--- src/rtl/uart_pkg.sv ---
// Shared UART receive definitions: FSM state encoding, parity modes and the
// spacing of the three majority-vote samples around the bit centre.
package uart_pkg;

  typedef enum logic [2:0] {
    ST_IDLE,
    ST_START,
    ST_DATA,
    ST_PARITY,
    ST_STOP
  } uart_state_t;

  localparam logic [1:0] PAR_NONE = 2'd0;
  localparam logic [1:0] PAR_ODD  = 2'd1;
  localparam logic [1:0] PAR_EVEN = 2'd2;

  // Clocks between the centre sample and each flanking vote sample.
  localparam int unsigned SAMPLE_OFS = 1;

  function automatic logic f_majority3(input logic a, input logic b, input logic c);
    return (a & b) | (a & c) | (b & c);
  endfunction

endpackage

--- src/rtl/m_uart_bit_sampler.sv ---
// Bit timer (0..CLKS_PER_BIT-1, held at 0 while idle) plus 2-of-3 vote around the bit centre.
// The voted bit is presented with o_sample once the last of the three samples is on the line.
module m_uart_bit_sampler
  import uart_pkg::*;
#(
  parameter int unsigned CLKS_PER_BIT = 434
) (
  input  logic i_clk,
  input  logic i_rst_n,
  input  logic i_run,
  input  logic i_rx,
  output logic o_sample,
  output logic o_bit,
  output logic o_bit_end
);

  localparam int unsigned CW = $clog2(CLKS_PER_BIT);
  localparam logic [CW-1:0] C_LAST = CW'(CLKS_PER_BIT - 1);
  localparam logic [CW-1:0] C_S0   = CW'(CLKS_PER_BIT / 2 - SAMPLE_OFS);
  localparam logic [CW-1:0] C_S1   = CW'(CLKS_PER_BIT / 2);
  localparam logic [CW-1:0] C_S2   = CW'(CLKS_PER_BIT / 2 + SAMPLE_OFS);

  logic [CW-1:0] r_cnt;
  logic          r_s0;
  logic          r_s1;

  always_ff @(posedge i_clk) begin
    if (!i_rst_n || !i_run) begin
      r_cnt <= '0;
    end else if (r_cnt == C_LAST) begin
      r_cnt <= '0;
    end else begin
      r_cnt <= r_cnt + CW'(1);
    end
  end

  always_ff @(posedge i_clk) begin
    if (!i_rst_n) begin
      r_s0 <= 1'b1;
      r_s1 <= 1'b1;
    end else begin
      if (r_cnt == C_S0) r_s0 <= i_rx;
      if (r_cnt == C_S1) r_s1 <= i_rx;
    end
  end

  assign o_sample  = i_run && (r_cnt == C_S2);
  assign o_bit     = f_majority3(r_s0, r_s1, i_rx);
  assign o_bit_end = i_run && (r_cnt == C_LAST);

endmodule

--- src/rtl/m_uart_rx_core.sv ---
// UART receiver: 2-FF synchronised line, majority-voted bits, one-cycle o_rx_en per frame.
// Parity checking is compiled in only when UART_RX_PARITY_EN is defined.
module m_uart_rx_core
  import uart_pkg::*;
#(
  parameter int unsigned CLKS_PER_BIT = 434,
  parameter int unsigned DATA_BITS    = 8,
  parameter int unsigned STOP_BITS    = 1
) (
  input  logic                 i_clk,
  input  logic                 i_rst_n,
  input  logic                 i_uart_rx,
  input  logic [1:0]           i_parity_mode,
  output logic                 o_rx_en,
  output logic [DATA_BITS-1:0] o_rx_data,
  output logic                 o_frame_err,
  output logic                 o_parity_err,
  output logic                 o_break,
  output logic                 o_busy
);

  localparam logic [3:0] C_DB      = 4'(DATA_BITS);
  localparam logic [3:0] C_SB_LAST = 4'(STOP_BITS - 1);

  uart_state_t          r_state;
  uart_state_t          w_state_nxt;
  logic                 r_sync1;
  logic                 r_sync2;
  logic                 r_prev;
  logic [1:0]           r_warm;
  logic [3:0]           r_bit_cnt;
  logic [3:0]           w_bit_cnt_nxt;
  logic [DATA_BITS-1:0] r_shift;
  logic [DATA_BITS-1:0] w_shift_nxt;
  logic                 r_ferr;
  logic                 w_ferr_nxt;
  logic                 w_done;
  logic                 w_run;
  logic                 w_fall;
  logic                 w_sample;
  logic                 w_bit;
  logic                 w_bit_end;
  logic                 w_par_on;
  logic                 w_par_err;
  logic                 r_rx_en;
  logic [DATA_BITS-1:0] r_rx_data;
  logic                 r_frame_err;
  logic                 r_parity_err;
  logic                 r_break;

  // r_prev only records a high once r_sync2 carries a real line sample, so
  // after reset the line must genuinely be seen high before a start is taken.
  always_ff @(posedge i_clk) begin
    if (!i_rst_n) begin
      r_sync1 <= 1'b1;
      r_sync2 <= 1'b1;
      r_warm  <= 2'b00;
      r_prev  <= 1'b0;
    end else begin
      r_sync1 <= i_uart_rx;
      r_sync2 <= r_sync1;
      r_warm  <= {r_warm[0], 1'b1};
      r_prev  <= r_sync2 & r_warm[1];
    end
  end

  assign w_fall = r_prev & ~r_sync2;
  assign w_run  = (r_state != ST_IDLE);

  m_uart_bit_sampler #(
    .CLKS_PER_BIT(CLKS_PER_BIT)
  ) u_sampler (
    .i_clk    (i_clk),
    .i_rst_n  (i_rst_n),
    .i_run    (w_run),
    .i_rx     (r_sync2),
    .o_sample (w_sample),
    .o_bit    (w_bit),
    .o_bit_end(w_bit_end)
  );

`ifdef UART_RX_PARITY_EN
  logic [1:0] r_par_mode;
  logic       r_par_bit;

  always_ff @(posedge i_clk) begin
    if (!i_rst_n) begin
      r_par_mode <= PAR_NONE;
      r_par_bit  <= 1'b0;
    end else begin
      if (r_state == ST_IDLE) r_par_mode <= i_parity_mode;
      if (r_state == ST_PARITY && w_sample) r_par_bit <= w_bit;
    end
  end

  assign w_par_on  = (r_par_mode == PAR_ODD) || (r_par_mode == PAR_EVEN);
  assign w_par_err = w_par_on && ((^{r_shift, r_par_bit}) != (r_par_mode == PAR_ODD));
`else
  logic w_unused_parity_mode;
  assign w_unused_parity_mode = ^i_parity_mode;
  assign w_par_on  = 1'b0;
  assign w_par_err = 1'b0;
`endif

  always_comb begin
    w_state_nxt   = r_state;
    w_bit_cnt_nxt = r_bit_cnt;
    w_shift_nxt   = r_shift;
    w_ferr_nxt    = r_ferr;
    w_done        = 1'b0;
    unique case (r_state)
      ST_IDLE: begin
        w_bit_cnt_nxt = '0;
        w_ferr_nxt    = 1'b0;
        if (w_fall) w_state_nxt = ST_START;
      end
      ST_START: begin
        if (w_sample && w_bit) w_state_nxt = ST_IDLE;
        else if (w_bit_end)    w_state_nxt = ST_DATA;
      end
      ST_DATA: begin
        if (w_sample) begin
          w_shift_nxt   = {w_bit, r_shift[DATA_BITS-1:1]};
          w_bit_cnt_nxt = r_bit_cnt + 4'd1;
        end
        if (w_bit_end && r_bit_cnt == C_DB) begin
          w_bit_cnt_nxt = '0;
          w_state_nxt   = w_par_on ? ST_PARITY : ST_STOP;
        end
      end
      ST_PARITY: begin
        if (w_bit_end) w_state_nxt = ST_STOP;
      end
      ST_STOP: begin
        // Leave at the centre of the last stop bit so a following start edge is never missed.
        if (w_sample) begin
          if (!w_bit) w_ferr_nxt = 1'b1;
          if (r_bit_cnt == C_SB_LAST) begin
            w_state_nxt = ST_IDLE;
            w_done      = 1'b1;
          end else begin
            w_bit_cnt_nxt = r_bit_cnt + 4'd1;
          end
        end
      end
      default: w_state_nxt = ST_IDLE;
    endcase
  end

  always_ff @(posedge i_clk) begin
    if (!i_rst_n) begin
      r_state   <= ST_IDLE;
      r_bit_cnt <= '0;
      r_shift   <= '0;
      r_ferr    <= 1'b0;
    end else begin
      r_state   <= w_state_nxt;
      r_bit_cnt <= w_bit_cnt_nxt;
      r_shift   <= w_shift_nxt;
      r_ferr    <= w_ferr_nxt;
    end
  end

  always_ff @(posedge i_clk) begin
    if (!i_rst_n) begin
      r_rx_en      <= 1'b0;
      r_rx_data    <= '0;
      r_frame_err  <= 1'b0;
      r_parity_err <= 1'b0;
      r_break      <= 1'b0;
    end else begin
      r_rx_en <= w_done;
      if (w_done) begin
        r_rx_data    <= r_shift;
        r_frame_err  <= w_ferr_nxt;
        r_parity_err <= w_par_err;
        r_break      <= w_ferr_nxt && (r_shift == '0);
      end
    end
  end

  assign o_rx_en      = r_rx_en;
  assign o_rx_data    = r_rx_data;
  assign o_frame_err  = r_frame_err;
  assign o_parity_err = r_parity_err;
  assign o_break      = r_break;
  assign o_busy       = w_run;

endmodule

--- config.mk ---
export PLATFORM = sky130hd
export DESIGN_NAME = m_uart_rx_core
export DESIGN_NICKNAME = d
export VERILOG_FILES = /design/src/rtl/uart_pkg.sv /design/src/rtl/m_uart_bit_sampler.sv /design/src/rtl/m_uart_rx_core.sv
export SDC_FILE = /design/constraint.sdc
export NUM_CORES = 1
export LEC_CHECK = 0
export BUFFER_PORTS_ARGS = -buffer_cell sky130_fd_sc_hd__buf_4
export CAP_MARGIN = 20
export CORE_ASPECT_RATIO = 0.7
export CORE_MARGIN = 4
export CORE_UTILIZATION = 45
export DETAILED_ROUTE_END_ITERATION = 12
export SYNTH_ARGS = -nofsm -noshare
export SYNTH_HDL_FRONTEND = slang
export SYNTH_SLANG_ARGS = --single-unit
export TNS_END_PERCENT = 5
--- constraint.sdc ---
create_clock -name i_clk -period 2.3 [get_ports i_clk]
set_clock_uncertainty 0.1 [all_clocks]
set_input_delay 0.69 -clock i_clk [delete_from_list [all_inputs] [get_ports i_clk]]
set_output_delay 0.69 -clock i_clk [all_outputs]
set_load 0.05 [all_outputs]
==> results of run 1 <==
synthesized netlist by cell type, drive strengths merged (3+ instances only):
cell type  count
a21oi          5
and4           3
buf            9
clkbuf         4
dfxtp         43
ha             6
inv            7
mux2i         19
nand2         11
nand2b         3
nand3          7
nand4          4
nor2          28
nor2b          5
nor3           7
nor3b          5
nor4           3
o211ai         4
o21ai          5
xnor2          3
xor2           4
report_power, final:
part	leakage, nW	total, mW	switching (mW)	internal, mW
Clock	0.0513	0.559	0.241	0.318
Combinational	0.424	0.0264	0.0184	0.00800
Sequential	0.348	0.751	0.00240	0.748
Total	0.823	1.34	0.262	1.07
worst max-delay path by stage:
stage	endpoint	from
floorplan	o_rx_data[5]	i_rst_n
global placement	r_shift[1]	u_sampler.r_cnt[0]
detailed placement	r_shift[2]	u_sampler.r_cnt[0]
CTS	o_busy	r_state[2]
global route	o_busy	r_state[2]
finish	o_busy	r_state[2]
per-layer routing:
layer	wire length (microns)	GRT usage, %	share of wire, %
met2	1648	21.30	41
met4	72	6.038	1.8
met5	0	0	0
met3	217	4.320	5.4
met1	2048	21.52	51
layout make-up:
type | count | area share, %
inverters | 7 | 1.158
repair buffers | 16 | 5.292
clock inverters | 1 | 1.323
clock buffers | 6 | 3.197
well taps | 55 | 3.032
multi-input cells | 154 | 48.07
flip-flops and latches | 43 | 37.93
flip-flops by register name (all words and copies together) (netlist names), 2 cells and up:
signal           flops
u_sampler.r_cnt      9
o_rx_data            8
r_state              3
r_warm               2
r_shift              8
r_bit_cnt            4
kinds of logic (layout without fill, tap and decap cells):
| family | Yosys count | after routing | synth area share, % |
|---|---|---|---|
| mux | 21 | 21 | 10.38 |
| fa+ha+maj | 7 | 7 | 4.154 |
| flops | 43 | 43 | 42.03 |
| xor+xnor | 7 | 7 | 2.993 |
| compound gates | 24 | 24 | 8.491 |
| other cells | 1 | 1 | 0.1831 |
| buf+inv | 20 | 30 | 4.948 |
| simple gates | 94 | 94 | 26.82 |
==> impl_metrics.ini, run 1 <==
[critical_path]
cpPeakStageDelay_ps = 470
cp.depth = 2
path_cells = or3_4 -> buf_4
crit_fanout = 13
cp_top_family = simple AND/OR/NAND/NOR gates
cp-start-kind = flip-flop
critical-path-slowest-cell = or3_4
worst_ep_required_time_ps = 1510
reg2reg_slack_ps = 310
crit_path_end_kind = output port
r2r_end = r_shift[2]
critical_path_class = flip-flop to output port
worst_ep_arrival_time_ps = 1410
worst-path-buf-inv = 1
r2r-start = u_sampler.r_cnt[0]
ff2ff_path_depth = 6

[synthesis]
synthArstFlopShare_pct = 0
syn_inst = 217
synth.distinct_cells = 49
synth_nets = 228
syn_area_sq_um = 2048
yosys.area.top_type = dfxtp_1
ys_seq_elements = 43
synth_edf_count = 0
yosysSeqAreaShare_pct = 42.03
synth_warnings = 0
syn_avg_cell_area_sq_um = 9.439
yosys_most_used_dff = dfxtp_1
synth_area_leaders = dfxtp_1, mux2i_1, nor2_1
synth_top_cell_area_share_pct = 42.03

[clock_network]
cts_buffer_depth = 2
cts_resized = 0
insertion_delay_ps = 300
ctsHoldBuffers = 0
cts_made_buffers = 5
cts_sinks = 43
cts_tree = done
root_buffer = clkbuf_8
h-tree-depth = 2
clk_pin_slew_ps = 70
post-cts-setup-buffer-count = 0

[finish]
syn2layout_area_growth_pct = 10.81
fin_area_sq_um = 2270
final_common_cell = dfxtp_1
n_fill_cell = 413
drive_gt1_share_pct = 14.10
final_util_pct = 52.13
diodes = 0
multi_input_area_sq_um = 1091
regArea_sq_um = 860.8
final_cell_mix = dfxtp_1, nor2_1, mux2i_1, buf_4, nand2_1
fin_nets = 238
finalNonFillerCells = 282

[route]
drt_wl_total_mm = 3.987
dr.first_iter.drc_count = 119
postRouteAntennaNets = 0
drt_first_pass_iters = 4
wl_per_cell_microns = 14.14
route.detailed.drc = 0
routed_via_density = 5.461
vias = 1540

[timing]
slew_viol_final = 0
final.min_clock_period_ps = 2195
setup_viol = 0
rsz0062_at_grt = no
clock.fmax_mhz = 455.5
worstMarginPinSlew_ps = 663.2
setup_tns_ps = 0
setup_ws_ps = 104.5
hold_viol = 0
period_share_pct = 95.45
max_slew_margin_pct = 55.59
hold_slack_ps = 315.1

[global_route]
grt_start_max_net_pins = 20
grt_overflow_total = 0
grt_pass1_wl_mm = 6.720
track_usage_pct = 15.12
grt_antenna_before_repair = 0
first_global_vias = 1463

[placement]
portBuffers = 14
post-place-ws_ps = 314.0
dpl_cell_area_sq_um = 2162
place.gp.congestion = 0.8349
dp.cells = 275
dpl.hpwl_mm = 2.851

[power_and_ir_drop]
finalPower_mw = 1.336
p_leak_nw = 0.8227
vdd_drop_max_mv = 0.3052
power_density_nw_per_um2 = 588.8

[job]
cap_violations = 0

[die]
dieArea_sq_um = 5712
dieHeight_microns = 64.45
core.rowCount = 20
ios = 18
core-area_sq_um = 4354
dieWidth_microns = 88.64
initial_core_util_pct = 47.04

[outcome]
status = completed

[worst_hold_path]
hp-class = flip-flop to flip-flop
hold_end = r_sync2
min_from = r_sync1
hold_path_depth = 1
(Power assumes the default switching activity.)
==> run 2, diff against run 1 <==
CTS_BUF_LIST = sky130_fd_sc_hd__clkbuf_16   (was default)
==> run 2 against run 1 <==
Against the previous run: fmax fell by 1.5%; clock power rose by 35%; critical endpoint unchanged; highest routed layer unchanged; worst hold slack got worse by 4.2 ps; largest power group is now clock; combinational power barely moved.
==> impl_metrics.ini, run 2 (synthesized netlist as in run 1, its figures left out) <==
[clock_network]
cts_buffer_depth = 2
ctsHoldBuffers = 0
cts_tree = done
root_buffer = clkbuf_16
cts_resized = 0
h-tree-depth = 2
post-cts-setup-buffer-count = 0
cts_made_buffers = 5
clk_pin_slew_ps = 50
cts_sinks = 43
insertion_delay_ps = 280

[placement]
portBuffers = 14
dpl.hpwl_mm = 2.851
place.gp.congestion = 0.8349
dpl_cell_area_sq_um = 2162

[global_route]
track_usage_pct = 14.96
grt_start_max_net_pins = 20
grt_pass1_wl_mm = 6.768
grt_antenna_before_repair = 0
grt_overflow_total = 0
first_global_vias = 1458

[critical_path]
r2r_end = r_shift[1]
ff2ff_path_depth = 6
cpPeakStageDelay_ps = 510
critical-path-slowest-cell = or3_1
worst_ep_required_time_ps = 1510
critical_path_class = flip-flop to output port
startpoint = r_state[2]
r2r-start = u_sampler.r_cnt[0]
cp-start-kind = flip-flop
path_cells = or3_1 -> buf_4
crit_path_end_kind = output port
crit_path_end = o_busy
worst_ep_arrival_time_ps = 1440
cp_top_family = simple AND/OR/NAND/NOR gates
worst-path-buf-inv = 1
reg2reg_slack_ps = 340
crit_fanout = 13
cp.depth = 2

[power_and_ir_drop]
p_int_mw = 1.258
p_sw_share_pct = 17.79
power_density_nw_per_um2 = 659.5
p_seq_share_pct = 49.1
comb_power_share_pct = 1.7
vdd_drop_max_mv = 0.3986
p_leak_nw = 0.8544
net-switching-power_mw = 0.2723
clock_power_share_pct = 49.2

[route]
wl_per_cell_microns = 14.07
drt_wl_total_mm = 3.969
routed_via_density = 5.426
dr.first_iter.drc_count = 129
drt_first_pass_iters = 4
vias = 1530
route.detailed.drc = 0
postRouteAntennaNets = 0

[timing]
rsz0062_at_grt = no
hold_slack_ps = 310.9
setup_viol = 0
period_share_pct = 96.89
max_slew_margin_pct = 55.46
hold_viol = 0
clock.fmax_mhz = 448.8
slew_viol_final = 0
setup_tns_ps = 0
final.min_clock_period_ps = 2228
worstMarginPinSlew_ps = 665.1

[die]
dieArea_sq_um = 5712
dieHeight_microns = 64.45
initial_core_util_pct = 47.04
core.rowCount = 20
ios = 18
dieWidth_microns = 88.64
core-area_sq_um = 4354

[finish]
largest_reg_flops = 9
diodes = 0
fin_nets = 238
final_common_cell = dfxtp_1
fin_area_sq_um = 2321
drive_gt1_share_pct = 13.66
syn2layout_area_growth_pct = 13.32
registers.top_by_ff_count = u_sampler.r_cnt
n_fill_cell = 404
final_util_pct = 53.30
final_cell_mix = dfxtp_1, nor2_1, mux2i_1, buf_4, nand2_1

[outcome]
status = completed

[job]
cap_violations = 0

[worst_hold_path]
min_from = r_sync1
hp-class = flip-flop to flip-flop
[run 2: how the worst min path moves through the flow]
stage | endpoint | slack [ps] | depth (start not counted)
2_1_floorplan | r_sync2 | 290 | 1
5_1_grt | r_sync2 | 320 | 1
4_1_cts | r_sync2 | 310 | 1
6_report | r_sync2 | 310 | 1
3_3_place_gp | r_sync2 | 290 | 1
3_5_place_dp | r_sync2 | 300 | 1
[run 2: layout make-up]
class                      count  area, sq um  share of cell area [%]
tap                           55        68.82                   2.965
clock inverter                 2        33.78                   1.456
multi-input combinational    154         1086                   46.79
inverter                       7        26.28                   1.132
clock buffer                   5        125.1                   5.391
timing repair buffer          16        120.1                   5.175
sequential                    43        860.8                   37.09
[run 2: power groups by stage]
stage	Clock, mW	Sequential, mW	Combinational [mW]
floorplan	0	0.767	0.0207
finish	0.753	0.752	0.0262
global placement	0	0.768	0.0259
global route	0.802	0.752	0.0289
CTS	0.774	0.752	0.0263
detailed placement	0	0.768	0.0262
[run 2: through the flow]
stage                     setup slack, ps  power, mW  cells
after floorplan                     462.8     0.7881    217
after global placement              367.1     0.7939    275
after detailed placement            314.0     0.7943    275
after CTS                           80.94      1.552    282
after global routing                6.117      1.583    282
final                               71.63      1.531    282
[run 2: per-layer routing]
metal | vias to the layer above | global-route usage (%) | part of all wire [%]
met5 | - | 0 | 0
met2 | 34 | 21.11 | 42
met3 | 7 | 4.320 | 5.1
met4 | 0 | 3.962 | 0.96
met1 | 698 | 22.07 | 52
li1 | 791 | - | -
==> run 3, diff against run 2 <==
SETUP_SLACK_MARGIN = 0.4   (was default)
==> run 3 against run 2 <==
Against the previous run: register-to-register slack better by 20 ps; critical path type unchanged; via count up 3.0%; worst setup slack better by 250 ps; power up 0.13%; sequential cell count unchanged; sequential power about the same; critical path depth unchanged.
==> impl_metrics.ini, run 3 (synthesized netlist as in run 1, its figures left out) <==
[power_and_ir_drop]
p_int_mw = 1.257
finalPower_mw = 1.533
power_density_nw_per_um2 = 636.7
clock_power_share_pct = 49.3
p_leak_nw = 0.8891
p_seq_share_pct = 48.9
comb_power_share_pct = 1.8
net-switching-power_mw = 0.2753
p_sw_share_pct = 17.96
vdd_drop_max_mv = 0.4028

[route]
route.detailed.drc = 0
postRouteAntennaNets = 0
drt_wl_total_mm = 4.079
drt_first_pass_iters = 4
routed_via_density = 5.510
vias = 1576
wl_per_cell_microns = 14.26
dr.first_iter.drc_count = 182

[timing]
final.min_clock_period_ps = 1978
setup_tns_ps = 0
hold_viol = 0
clock.fmax_mhz = 505.6
max_slew_margin_pct = 55.43
worstMarginPinSlew_ps = 665.6
rsz0062_at_grt = yes
setup_viol = 0
period_share_pct = 85.99
slew_viol_final = 0

[finish]
syn2layout_area_growth_pct = 17.53
fin_nets = 242
registers.top_by_ff_count = u_sampler.r_cnt
largest_reg_flops = 9
drive_gt1_share_pct = 19.48
final_common_cell = dfxtp_1
final_util_pct = 55.29
diodes = 0
fin_area_sq_um = 2407
final_cell_mix = dfxtp_1, nor2_1, mux2i_1, buf_4, nand2_1

[global_route]
track_usage_pct = 15.28
first_global_vias = 1485
grt_overflow_total = 0
met1_usage_pct = 22.23
grt_antenna_before_repair = 0
busiest_layer = met1
met3_usage_pct = 4.320
grt_start_max_net_pins = 20
grt_util_met2_pct = 22.13
grt_pass1_wl_mm = 6.879

[critical_path]
worst_ep_required_time_ps = 1510
r2r-start = u_sampler.r_cnt[1]
worst_ep_arrival_time_ps = 1190
cp-start-kind = flip-flop
cpPeakStageDelay_ps = 380
worst-path-buf-inv = 1
critical-path-slowest-cell = dfxtp_2
cp.depth = 2
path_cells = or3_4 -> buf_8
critical_path_class = flip-flop to output port
r2r_end = r_state[1]
crit_fanout = 10
cp_top_family = flip-flops
reg2reg_slack_ps = 360
crit_path_end = o_busy
crit_path_end_kind = output port
ff2ff_path_depth = 6
startpoint = r_state[1]

[worst_hold_path]
hold_path_depth = 1
hp-class = flip-flop to flip-flop

[clock_network]
cts_buffer_depth = 2
cts_made_buffers = 5
root_buffer = clkbuf_16
insertion_delay_ps = 280
cts_sinks = 43
cts_tree = done
h-tree-depth = 2
clk_pin_slew_ps = 60

[die]
dieArea_sq_um = 5712
dieWidth_microns = 88.64
initial_core_util_pct = 47.04
core.rowCount = 20
dieHeight_microns = 64.45
core-area_sq_um = 4354
ios = 18

[placement]
dpl.hpwl_mm = 2.851
portBuffers = 14
place.gp.congestion = 0.8349
dpl_cell_area_sq_um = 2162

[job]
cap_violations = 0

[outcome]
status = completed
==> run 3: power groups by stage <==
stage                     Clock, mW  Sequential (mW)  Combinational, mW
after floorplan                   0            0.767             0.0207
after global placement            0            0.768             0.0259
after detailed placement          0            0.768             0.0262
after CTS                     0.774            0.749             0.0279
after global routing          0.802            0.750             0.0306
final                         0.755            0.749             0.0282
==> run 3: repair_timing <==
item,in CTS,in global routing
hold buffers,0,0
pin swaps,2,2
setup buffers,3,1
gates resized for setup,8,6
setup endpoints to repair,13,26
gates cloned,0,0
==> run 3: cell type report <==
type / instances / area [sq um]
fill: 393 / 1947
multi-input combinational: 154 / 1112
sequential: 43 / 870.8
timing repair buffer: 20 / 170.2
clock buffer: 5 / 125.1
tap: 55 / 68.82
clock inverter: 2 / 33.78
inverter: 7 / 26.28
==> run 3: routing by layer <==
layer	routed length [microns]	vias to the layer above	share of wire (%)
met5	0	-	0
met4	24	0	0.59
met3	274	5	6.7
met2	1764	46	43
met1	2016	727	49
li1	-	798	-
==> run 3: stage by stage <==
step	setup slack, ps	hold WS, ps	instances
after floorplan	462.8	286.3	217
after global placement	367.1	293.3	275
after detailed placement	314.0	299.7	275
after CTS	325.5	314.5	285
after global routing	266.8	317.9	286
final	322.3	310.9	286
==> run 3: worst min path at each step <==
stage | start | endpoint | slack, ps
after floorplan | r_sync1 | r_sync2 | 290
after global placement | r_sync1 | r_sync2 | 290
after detailed placement | r_sync1 | r_sync2 | 300
after CTS | r_sync1 | r_sync2 | 310
after global routing | r_sync1 | r_sync2 | 320
final | r_sync1 | r_sync2 | 310
